### src/rtl/shift_pkg.sv
// Shared mode encoding for the universal shift register family.
// Also used by testbenches and sibling shift blocks.
package shift_pkg;

  typedef enum logic [2:0] {
    MODE_HOLD = 3'b000,
    MODE_SHL  = 3'b001,
    MODE_SHR  = 3'b010,
    MODE_LOAD = 3'b011,
    MODE_ROL  = 3'b100,
    MODE_ROR  = 3'b101
  } mode_t;

  function automatic logic is_shift(input logic [2:0] m);
    return (m == MODE_SHL) || (m == MODE_SHR) ||
           (m == MODE_ROL) || (m == MODE_ROR);
  endfunction

endpackage

### src/rtl/usr_bit_cell.sv
// One bit of the universal shift register: mode mux into an
// async-reset flip-flop. Neighbour taps are wired by the parent.
module usr_bit_cell
  import shift_pkg::*;
(
  input  logic       clk,
  input  logic       rst,
  input  logic [2:0] mode,
  input  logic       load_bit,
  input  logic       shl_bit,
  input  logic       shr_bit,
  input  logic       rol_bit,
  input  logic       ror_bit,
  output logic       q_bit
);

  logic next_bit;

  // 110/111 fall into default and hold
  always_comb begin
    next_bit = q_bit;
    case (mode)
      MODE_SHL:  next_bit = shl_bit;
      MODE_SHR:  next_bit = shr_bit;
      MODE_LOAD: next_bit = load_bit;
      MODE_ROL:  next_bit = rol_bit;
      MODE_ROR:  next_bit = ror_bit;
      default:   next_bit = q_bit;
    endcase
  end

  always_ff @(posedge clk or posedge rst) begin
    if (rst) q_bit <= 1'b0;
    else     q_bit <= next_bit;
  end

endmodule

### src/rtl/pipo_universal_shift_reg.sv
// Parallel-in/parallel-out universal shift register with a
// saturating shift counter and a one-shot done pulse.
module pipo_universal_shift_reg
  import shift_pkg::*;
#(
  parameter int WIDTH = 4
) (
  input  logic                       clk,
  input  logic                       rst,
  input  logic [2:0]                 mode,
  input  logic [WIDTH-1:0]           din,
  input  logic                       sin_lsb,
  input  logic                       sin_msb,
  output logic [WIDTH-1:0]           q,
  output logic                       sout_msb,
  output logic                       sout_lsb,
  output logic [$clog2(WIDTH+1)-1:0] count,
  output logic                       done
);

  localparam int CW = $clog2(WIDTH + 1);
  localparam logic [CW-1:0] CMAX = CW'(WIDTH);
  localparam logic [CW-1:0] CPRE = CW'(WIDTH - 1);

  logic [WIDTH-1:0] shl_in;
  logic [WIDTH-1:0] shr_in;
  logic [WIDTH-1:0] rol_in;
  logic [WIDTH-1:0] ror_in;

  assign shl_in = {q[WIDTH-2:0], sin_lsb};
  assign rol_in = {q[WIDTH-2:0], q[WIDTH-1]};
  assign shr_in = {sin_msb, q[WIDTH-1:1]};
  assign ror_in = {q[0], q[WIDTH-1:1]};

  for (genvar i = 0; i < WIDTH; i++) begin : g_cell
    usr_bit_cell u_cell (
      .clk      (clk),
      .rst      (rst),
      .mode     (mode),
      .load_bit (din[i]),
      .shl_bit  (shl_in[i]),
      .shr_bit  (shr_in[i]),
      .rol_bit  (rol_in[i]),
      .ror_bit  (ror_in[i]),
      .q_bit    (q[i])
    );
  end

  assign sout_msb = q[WIDTH-1];
  assign sout_lsb = q[0];

  // done fires only on the WIDTH-1 -> WIDTH transition
  always_ff @(posedge clk or posedge rst) begin
    if (rst) begin
      count <= '0;
      done  <= 1'b0;
    end else if (mode == MODE_LOAD) begin
      count <= '0;
      done  <= 1'b0;
    end else if (is_shift(mode)) begin
      if (count != CMAX) count <= count + 1'b1;
      done <= (count == CPRE);
    end else begin
      done <= 1'b0;
    end
  end

endmodule
### config.mk
export PLATFORM = sky130hd
export DESIGN_NAME = pipo_universal_shift_reg
export DESIGN_NICKNAME = d
export VERILOG_FILES = /design/src/rtl/shift_pkg.sv /design/src/rtl/usr_bit_cell.sv /design/src/rtl/pipo_universal_shift_reg.sv
export SDC_FILE = /design/constraint.sdc
export NUM_CORES = 1
export LEC_CHECK = 0
export BUFFER_PORTS_ARGS = -buffer_cell sky130_fd_sc_hd__buf_2
export CAP_MARGIN = 40
export CORE_AREA = 3 3 49 51
export CTS_CLUSTER_DIAMETER = 40
export CTS_CLUSTER_SIZE = 30
export DETAILED_ROUTE_END_ITERATION = 12
export DIE_AREA = 0 0 52 54
export HOLD_SLACK_MARGIN = 0.1
export PLACE_DENSITY = 0.57
export SYNTH_ARGS = -nofsm -noshare
export SYNTH_HDL_FRONTEND = slang
export SYNTH_SLANG_ARGS = --single-unit
### constraint.sdc
create_clock -name clk -period 4.1 [get_ports clk]
set_input_delay 0.615 -clock clk [delete_from_list [all_inputs] [get_ports clk]]
set_output_delay 0.615 -clock clk [all_outputs]
set_load 0.01 [all_outputs]
## Word-level counts from Yosys, hierarchy flattened

Index checks and enable logic that the tools add are counted.

| word-level totals | value |
|---|---|
| flip-flop bits (word level) | 8 |
| memories kept | 0 |
| bits in writable memories | 0 |
| memory bits (read-only) | 0 |
| bits in latches | 0 |
| input port bits | 11 |

| operators by class | value |
|---|---|
| bitwise operators | 0 |
| add/sub/neg operators | 1 |
| muxes and demuxes | 9 |
| div/mod/pow operators | 0 |
| multipliers | 0 |
| shifts and indexed selects | 0 |
| reductions and logical operators | 11 |
| $lt $le $gt $ge | 0 |
| equality and inequality tests | 7 |

Operator list:

| cell | count |
|---|---|
| $eq A3 B2 Y1 const B | 3 |
| $mux W3 | 3 |
| $pmux W1 S4 | 2 |
| $reduce_bool A4 Y1 | 2 |
| $eq A3 B3 Y1 const B | 2 |
| $pmux W1 S3 | 2 |
| $reduce_bool A2 Y1 | 2 |
| $reduce_or A2 Y1 | 2 |
| $add A3 B1 Y3 const B | 1 |
| $eq A3 B1 Y1 const B | 1 |
| $logic_or A1 B1 Y1 | 3 |
| $ne A3 B3 Y1 const B | 1 |
| $reduce_bool A3 Y1 | 1 |
| $mux W1 | 2 |
| $reduce_and A2 Y1 | 1 |

## Depth between registers and ports, before layout

Gate-level depths: netlist of run 1.

| depth | value |
|---|---|
| word-level depth | 6 |
| mapped depth | 5 |
| depth with buffers taken out | 5 |

## Hierarchy

From an unflattened synthesis of run 1, not the netlist that was laid out.

| unflattened totals | value |
|---|---|
| cells, all modules | 86 |
| area total of the unflattened synthesis | 788.3 µm² |

Modules (own cells, without submodules):

| module | area an instance (µm²) | instances | cells each | seq. area each (µm²) |
|---|---|---|---|---|
| usr_bit_cell | 103.8 | 4 | 11 | 25.0 |
| pipo_universal_shift_reg | 372.9 | 1 | 42 | 100.1 |

## Least setup slack after synthesis of run 1

Ideal clock, no wire load.

| timing | value |
|---|---|
| kind | input to register |
| start | input mode[2] |
| end | register g_cell[0].u_cell.q_bit |
| path slack | 2.456 ns |
| cell stages on the path | 5 |
| data arrival time | 1.523 ns |
| path through | buf_6 > or2_0 > buf_2 > a211o_1 > a32o_1 |

| between the ends | value |
|---|---|
| word-level cells in the longest chain between the ends | 3 |

Ends and longest elaborated chain:

| what | line | source |
|---|---|---|
| from (decl) | pipo_universal_shift_reg.sv:10 | `input logic [2:0] mode,` |
| $eq A3 B2 Y1 / $eq A3 B3 Y1 (equally long branches) | usr_bit_cell.sv:22 | `case (mode)` |
| $reduce_or A2 Y1 (no source line) | n/a |  |
| $pmux W1 S4 / $reduce_bool A4 Y1 (equally long branches) | n/a |  |
| to (signal assigned) | usr_bit_cell.sv:34 | `else q_bit <= next_bit;` |
| to (decl) | usr_bit_cell.sv:14 | `output logic q_bit` |

Several ways; a longest one is shown, not always the timed one.
A chain may end at the register's enable or synchronous reset.

## Worst setup path in the final report of run 1

Same ends and word-level chain as after synthesis.

==> reports/metrics.cfg, run 1 <==
[worst_hold_path]
hp-class = input port to asynchronous set/reset pin

[clock_network]
tritoncts = built
cts-htree-levels = 1
clock_latency_ns = 0.25
cts_num_sinks = 8
cts_setup_buffers = 0
post_cts_resized = 0
ctsHoldBuffers = 0
clockBufferDepth = 2
path_clk_slew_ns = 0.06
cts_made_buffers = 3
clockRootBuffer = clkbuf_4

[pwr]
pwr-share-clk_pct = 16.1
powerDensity_mw_per_mm2 = 494
power_frac_seq_pct = 34.9
power_uw = 383
power.switching_uw = 154
p_int_uw = 229
p_sw_share_pct = 40.2
combPwrFrac_pct = 49.0
leakage_nw = 0.367
ir_worst_vdd_uv = 276

[placed_design]
place_inst = 117
dp_hpwl_um = 1180
finalWeightedCongestion = 0.769
io_buffers = 20

[yosys]
synth_top_area_share_pct = 29.5
yosys.cell_types.count = 37
ys.flop_type = dfrtp_1
synth.yosys.seq_area_share_pct = 29.5
yosysTopAreaCell = dfrtp_1
synth_cells = 79
ys_ff_latch = 8
syn_area_um2 = 679
synthesis.nets = 93
synthTopCellsByArea = dfrtp_1 29%, ha_1 5.5%, inv_1 5.0%, nand2_1 5.0%, buf_4 4.4%
ys_async_sr_fraction_pct = 100
synth_edf_count = 0
yosys_warnings = 0
syn_avg_cell_area_um2 = 8.60

[detailed_routing]
drt-total-wl_um = 1540
drt_iter0_drc = 21
antenna_left = 0
vias_per_cell = 5.03
via_count = 604
detail_route.wl_per_cell_um = 12.8
drc = 0
drtPass1Iterations = 4

[timing]
fmax_ghz = 0.643
setup_viol = 0
rsz0062_at_grt = false
period_share_pct = 37.9
setup_tns_ns = 0
final_max_slew_viol_count = 0
maxSlewHeadroom_pct = 73.2
min_period_ns = 1.56
skew_ns = 0.000127
hold_viol = 0
tightestPinTransition_ns = 0.399

[job]
max_cap_violations = 0

[finish]
mostFrequentLayoutCells = 20 x buf_2, 9 x nand2_1, 9 x inv_1
fin_nets = 109
final_common_cell = buf_2
diodes = 0
finalNonFillerCells = 120
layout-drive-gt1-share_pct = 30.1
areaGrowthSynthToFinish_pct = 14.0
final_util_pct = 39.1

[global_routing]
grt_usage_pct = 12.2
antenna_found_initial = 0
grt_pass1_wl_um = 2460
grt_overflow = 0
grt_pass1_vias = 524
grt_max_degree = 19

[die]
core-area_mm2 = 0.00198
initial_core_util_pct = 34.3
die-area_mm2 = 0.00281
die_w_um = 52
die_h_um = 54
rows = 16
num_io_pins = 21

[setup_path]
r2r_end = count[0]$_DFFE_PP0P_
r2r_cells = 5
crit_start = mode[2]
end_kind = flip-flop
crit_fanout = 18
path_class = input port to flip-flop
r2r_start = count[0]$_DFFE_PP0P_
cp_data_required_time_ns = 4.25
cp-start-kind = input port
rrSetupSlack_ns = 2.54
crit_arrival_ns = 1.70

[outcome]
status = finished, final reports clean

-- how the worst max path moves through the flow --
stage	endpoint
6_report	g_cell[0].u_cell.q_bit$_DFFE_PP0P_
5_1_grt	count[0]$_DFFE_PP0P_
4_1_cts	count[0]$_DFFE_PP0P_
3_5_place_dp	g_cell[0].u_cell.q_bit$_DFFE_PP0P_
3_3_place_gp	g_cell[0].u_cell.q_bit$_DFFE_PP0P_
2_1_floorplan	g_cell[0].u_cell.q_bit$_DFFE_PP0P_
-- cell type report --
| type | instances | area [µm²] |
|---|---|---|
| fillers | 214 | 1210 |
| well taps | 27 | 33.8 |
| repair buffers | 20 | 100 |
| inverters | 9 | 33.8 |
| flip-flops and latches | 8 | 200 |
| multi-input cells | 53 | 384 |
| clock buffers | 3 | 22.5 |
-- logic make-up after synthesis --
group / after synthesis / synth area share, %
simple gates: 20 / 14.5
xor+xnor: 2 / 2.58
compound gates: 25 / 29.1
mux: 3 / 4.79
flops: 8 / 29.5
buf+inv: 18 / 14.0
fa+ha+maj: 3 / 5.53
-- power by group through the flow --
stage               Clock [mW]  Sequential (mW)  Combinational (mW)
floorplan                    0            0.138               0.136
global placement             0            0.135               0.189
detailed placement           0            0.135               0.189
CTS                     0.0657            0.134               0.190
global route            0.0702            0.139               0.209
finish                  0.0618            0.134               0.188
-- through the flow --
stage,worst slack [ns],hold WS (ns),area (µm²)
3_5_place_dp,2.28,0.568,752
4_1_cts,2.54,0.305,774
2_1_floorplan,2.46,0.431,679
3_3_place_gp,2.29,0.567,752
5_1_grt,2.46,0.319,774
6_report,2.54,0.299,774
-- flip-flops by register name (all words and copies together), names as in the netlist --
signal,count
done,1
g_cell.u_cell.q_bit,4
count,3
-- synthesized netlist by cell type (all sizes together), types with 2 or more instances --
cell    count
buf         9
inv         9
nand2       9
dfrtp       8
o21ai       4
ha          3
a22oi       2
mux2        2
nor2        2
nor2b       2
o211ai      2
o221ai      2
o22ai       2
xnor2       2
-- critical path, cell delays in order --
cell and delay [ns]:
buf_2 0.20, or2_0 0.34, a211o_1 0.33, a32o_1 0.21
-- routing by layer --
layer,up-vias,routed length [µm],track usage (%)
met5,-,0,0
met3,4,76,1.39
met1,273,722,16.9
li1,311,-,-
met4,0,42,10.5
met2,16,695,16.5
Power figures use the tool's default switching activity.
==> inputs of run 2 (changes only) <==
Settings changed: PLACE_DENSITY 0.57 to 0.59.
Clock period 4.1 ns to 1.3 ns, I/O delays scaled along.
==> run 2 against run 1 <==
Compared with the run above:
- the run now ends with setup timing left
- cell count is 10% higher
- flip-flop and latch count unchanged
- critical path depth grew 1
- sequential power grew to 3.1 times the previous value
- setup slack got worse by 2.6 ns
- combinational power rose to 4.6 times the previous value
- critical path type is now flip-flop to flip-flop
- sequential share of layout area decreased by 3.9 points
==> reports/metrics.cfg, run 2 (synthesis gave the netlist of run 1 again) <==
[worst_hold_path]
hold_end = g_cell[3].u_cell.q_bit$_DFFE_PP0P_
whs_path_depth = 4
min_from = sin_msb
hp-class = input port to flip-flop

[timing]
timing.final.ws_setup_ns = -0.0231
period_share_pct = 102
min_period_ns = 1.32
fmax_ghz = 0.756
whs_ns = 0.282
final_max_slew_viol_count = 0
skew_ns = 0.000980
setup_viol = 2
hold_viol = 0
maxSlewHeadroom_pct = 70.5
setup_tns_ns = -0.0298
tightestPinTransition_ns = 0.440
rsz0062_at_grt = true

[clock_network]
clockRootBuffer = clkbuf_4
clockBufferDepth = 2
path_clk_slew_ns = 0.06
cts_setup_buffers = 0
cts-htree-levels = 1
tritoncts = built
cts_num_sinks = 8
cts_made_buffers = 3
clock_latency_ns = 0.26

[setup_path]
cp-start-kind = flip-flop
r2r_cells = 5
r2r_start = count[1]$_DFFE_PP0P_
cp_data_required_time_ns = 1.44
end_kind = flip-flop
crit_fanout = 5
path_delay_family = compound AO/OA/AOI/OAI gates
r2r_end = count[2]$_DFFE_PP0P_
path_class = flip-flop to flip-flop
crit_slowest_cell = dfrtp_2
max_stage_delay_ns = 0.40
crit_arrival_ns = 1.47
path_cells = inv_2 > ha_4 > o21ba_4 > o22ai_2 > a221o_1
path_buf_inv = 1
rrSetupSlack_ns = -0.02

[detailed_routing]
via_count = 663
drt-total-wl_um = 1700
detail_route.wl_per_cell_um = 12.9
antenna_left = 0
vias_per_cell = 5.02
drc = 0
drt_iter0_drc = 19
drtPass1Iterations = 4

[die]
rows = 16
initial_core_util_pct = 34.3
die_w_um = 52
num_io_pins = 21
die_h_um = 54
core-area_mm2 = 0.00198
die-area_mm2 = 0.00281

[finish]
final_common_cell = buf_2
diodes = 0
mostFrequentLayoutCells = 20 x buf_2, 10 x buf_4, 9 x nand2_1
fin_nets = 120
reg_top3 = g_cell.u_cell.q_bit x4, count x3, done x1
layout-drive-gt1-share_pct = 45.7
largest_register_ffs = 4
areaGrowthSynthToFinish_pct = 35.9
finalNonFillerCells = 132
regMostFlops = g_cell.u_cell.q_bit

[outcome]
status = finished, violations left
violations = setup timing

[pwr]
leakage_nw = 0.424
power_mw = 1.50
ir_worst_vdd_uv = 1060
powerDensity_mw_per_mm2 = 1630

[global_routing]
grt_usage_pct = 13.5
grt_pass1_vias = 584
grt_pass1_wl_um = 2790
antenna_found_initial = 0
grt_overflow = 0
grt_max_degree = 14

[job]
max_cap_violations = 0

[placed_design]
io_buffers = 20
dp_hpwl_um = 1320
place_inst = 127
finalWeightedCongestion = 0.901

run 2: cell type report:
class	instances	area (µm²)
fillers	195	1060
clock buffers	4	26.3
well taps	27	33.8
multi-input cells	53	442
inverters	9	33.8
repair buffers	31	185
flip-flops and latches	8	203
run 2: worst max path at each step:
stage	to	startpoint	depth (start not counted)	slack [ns]
after global placement	count[1]$_DFFE_PP0P_	count[1]$_DFFE_PP0P_	5	-0.03
final	count[2]$_DFFE_PP0P_	count[1]$_DFFE_PP0P_	5	-0.02
after detailed placement	count[1]$_DFFE_PP0P_	count[1]$_DFFE_PP0P_	5	-0.09
after global routing	count[2]$_DFFE_PP0P_	count[1]$_DFFE_PP0P_	5	-0.07
after CTS	count[2]$_DFFE_PP0P_	count[1]$_DFFE_PP0P_	5	-0.03
after floorplan	count[2]$_DFFE_PP0P_	count[0]$_DFFE_PP0P_	5	-0.02
run 2: through the flow:
step                      instance area [µm²]  setup slack [ns]  utilization (%)
final                                     923           -0.0231             46.6
after global placement                    876           -0.0285             44.2
after detailed placement                  876           -0.0914             44.2
after CTS                                 923           -0.0306             46.6
after global routing                      923           -0.0733             46.6
after floorplan                           728           -0.0232                -
run 2: worst min-delay path: stages:
cell and delay, ns:
buf_2 0.07, mux2_2 0.13, nand2_1 0.05, o221ai_1 0.06
run 2: where the power goes:
group | leakage, nW | internal (mW) | total [mW] | switching (mW)
clock network | 0.0150 | 0.118 | 0.211 | 0.0926
registers | 0.0942 | 0.331 | 0.420 | 0.0891
logic | 0.315 | 0.475 | 0.874 | 0.399
total | 0.424 | 0.924 | 1.50 | 0.581
run 2: metal layers:
| metal | wire length (µm) | global-route usage (%) | vias to the layer above | part of all wire (%) |
|---|---|---|---|---|
| met2 | 792 | 20.3 | 18 | 47 |
| li1 | - | - | 333 | - |
| met1 | 783 | 17.5 | 310 | 46 |
| met4 | 13 | 3.49 | 0 | 0.76 |
| met5 | 0 | 0 | - | 0 |
| met3 | 115 | 5.82 | 2 | 6.8 |
run 2: timing repair:
item,CTS,global route
hold buffers,1,0
pin swaps,2,0
endpoints found under the setup margin,3,3
hold endpoints to repair,8,0
resized for setup,2,0
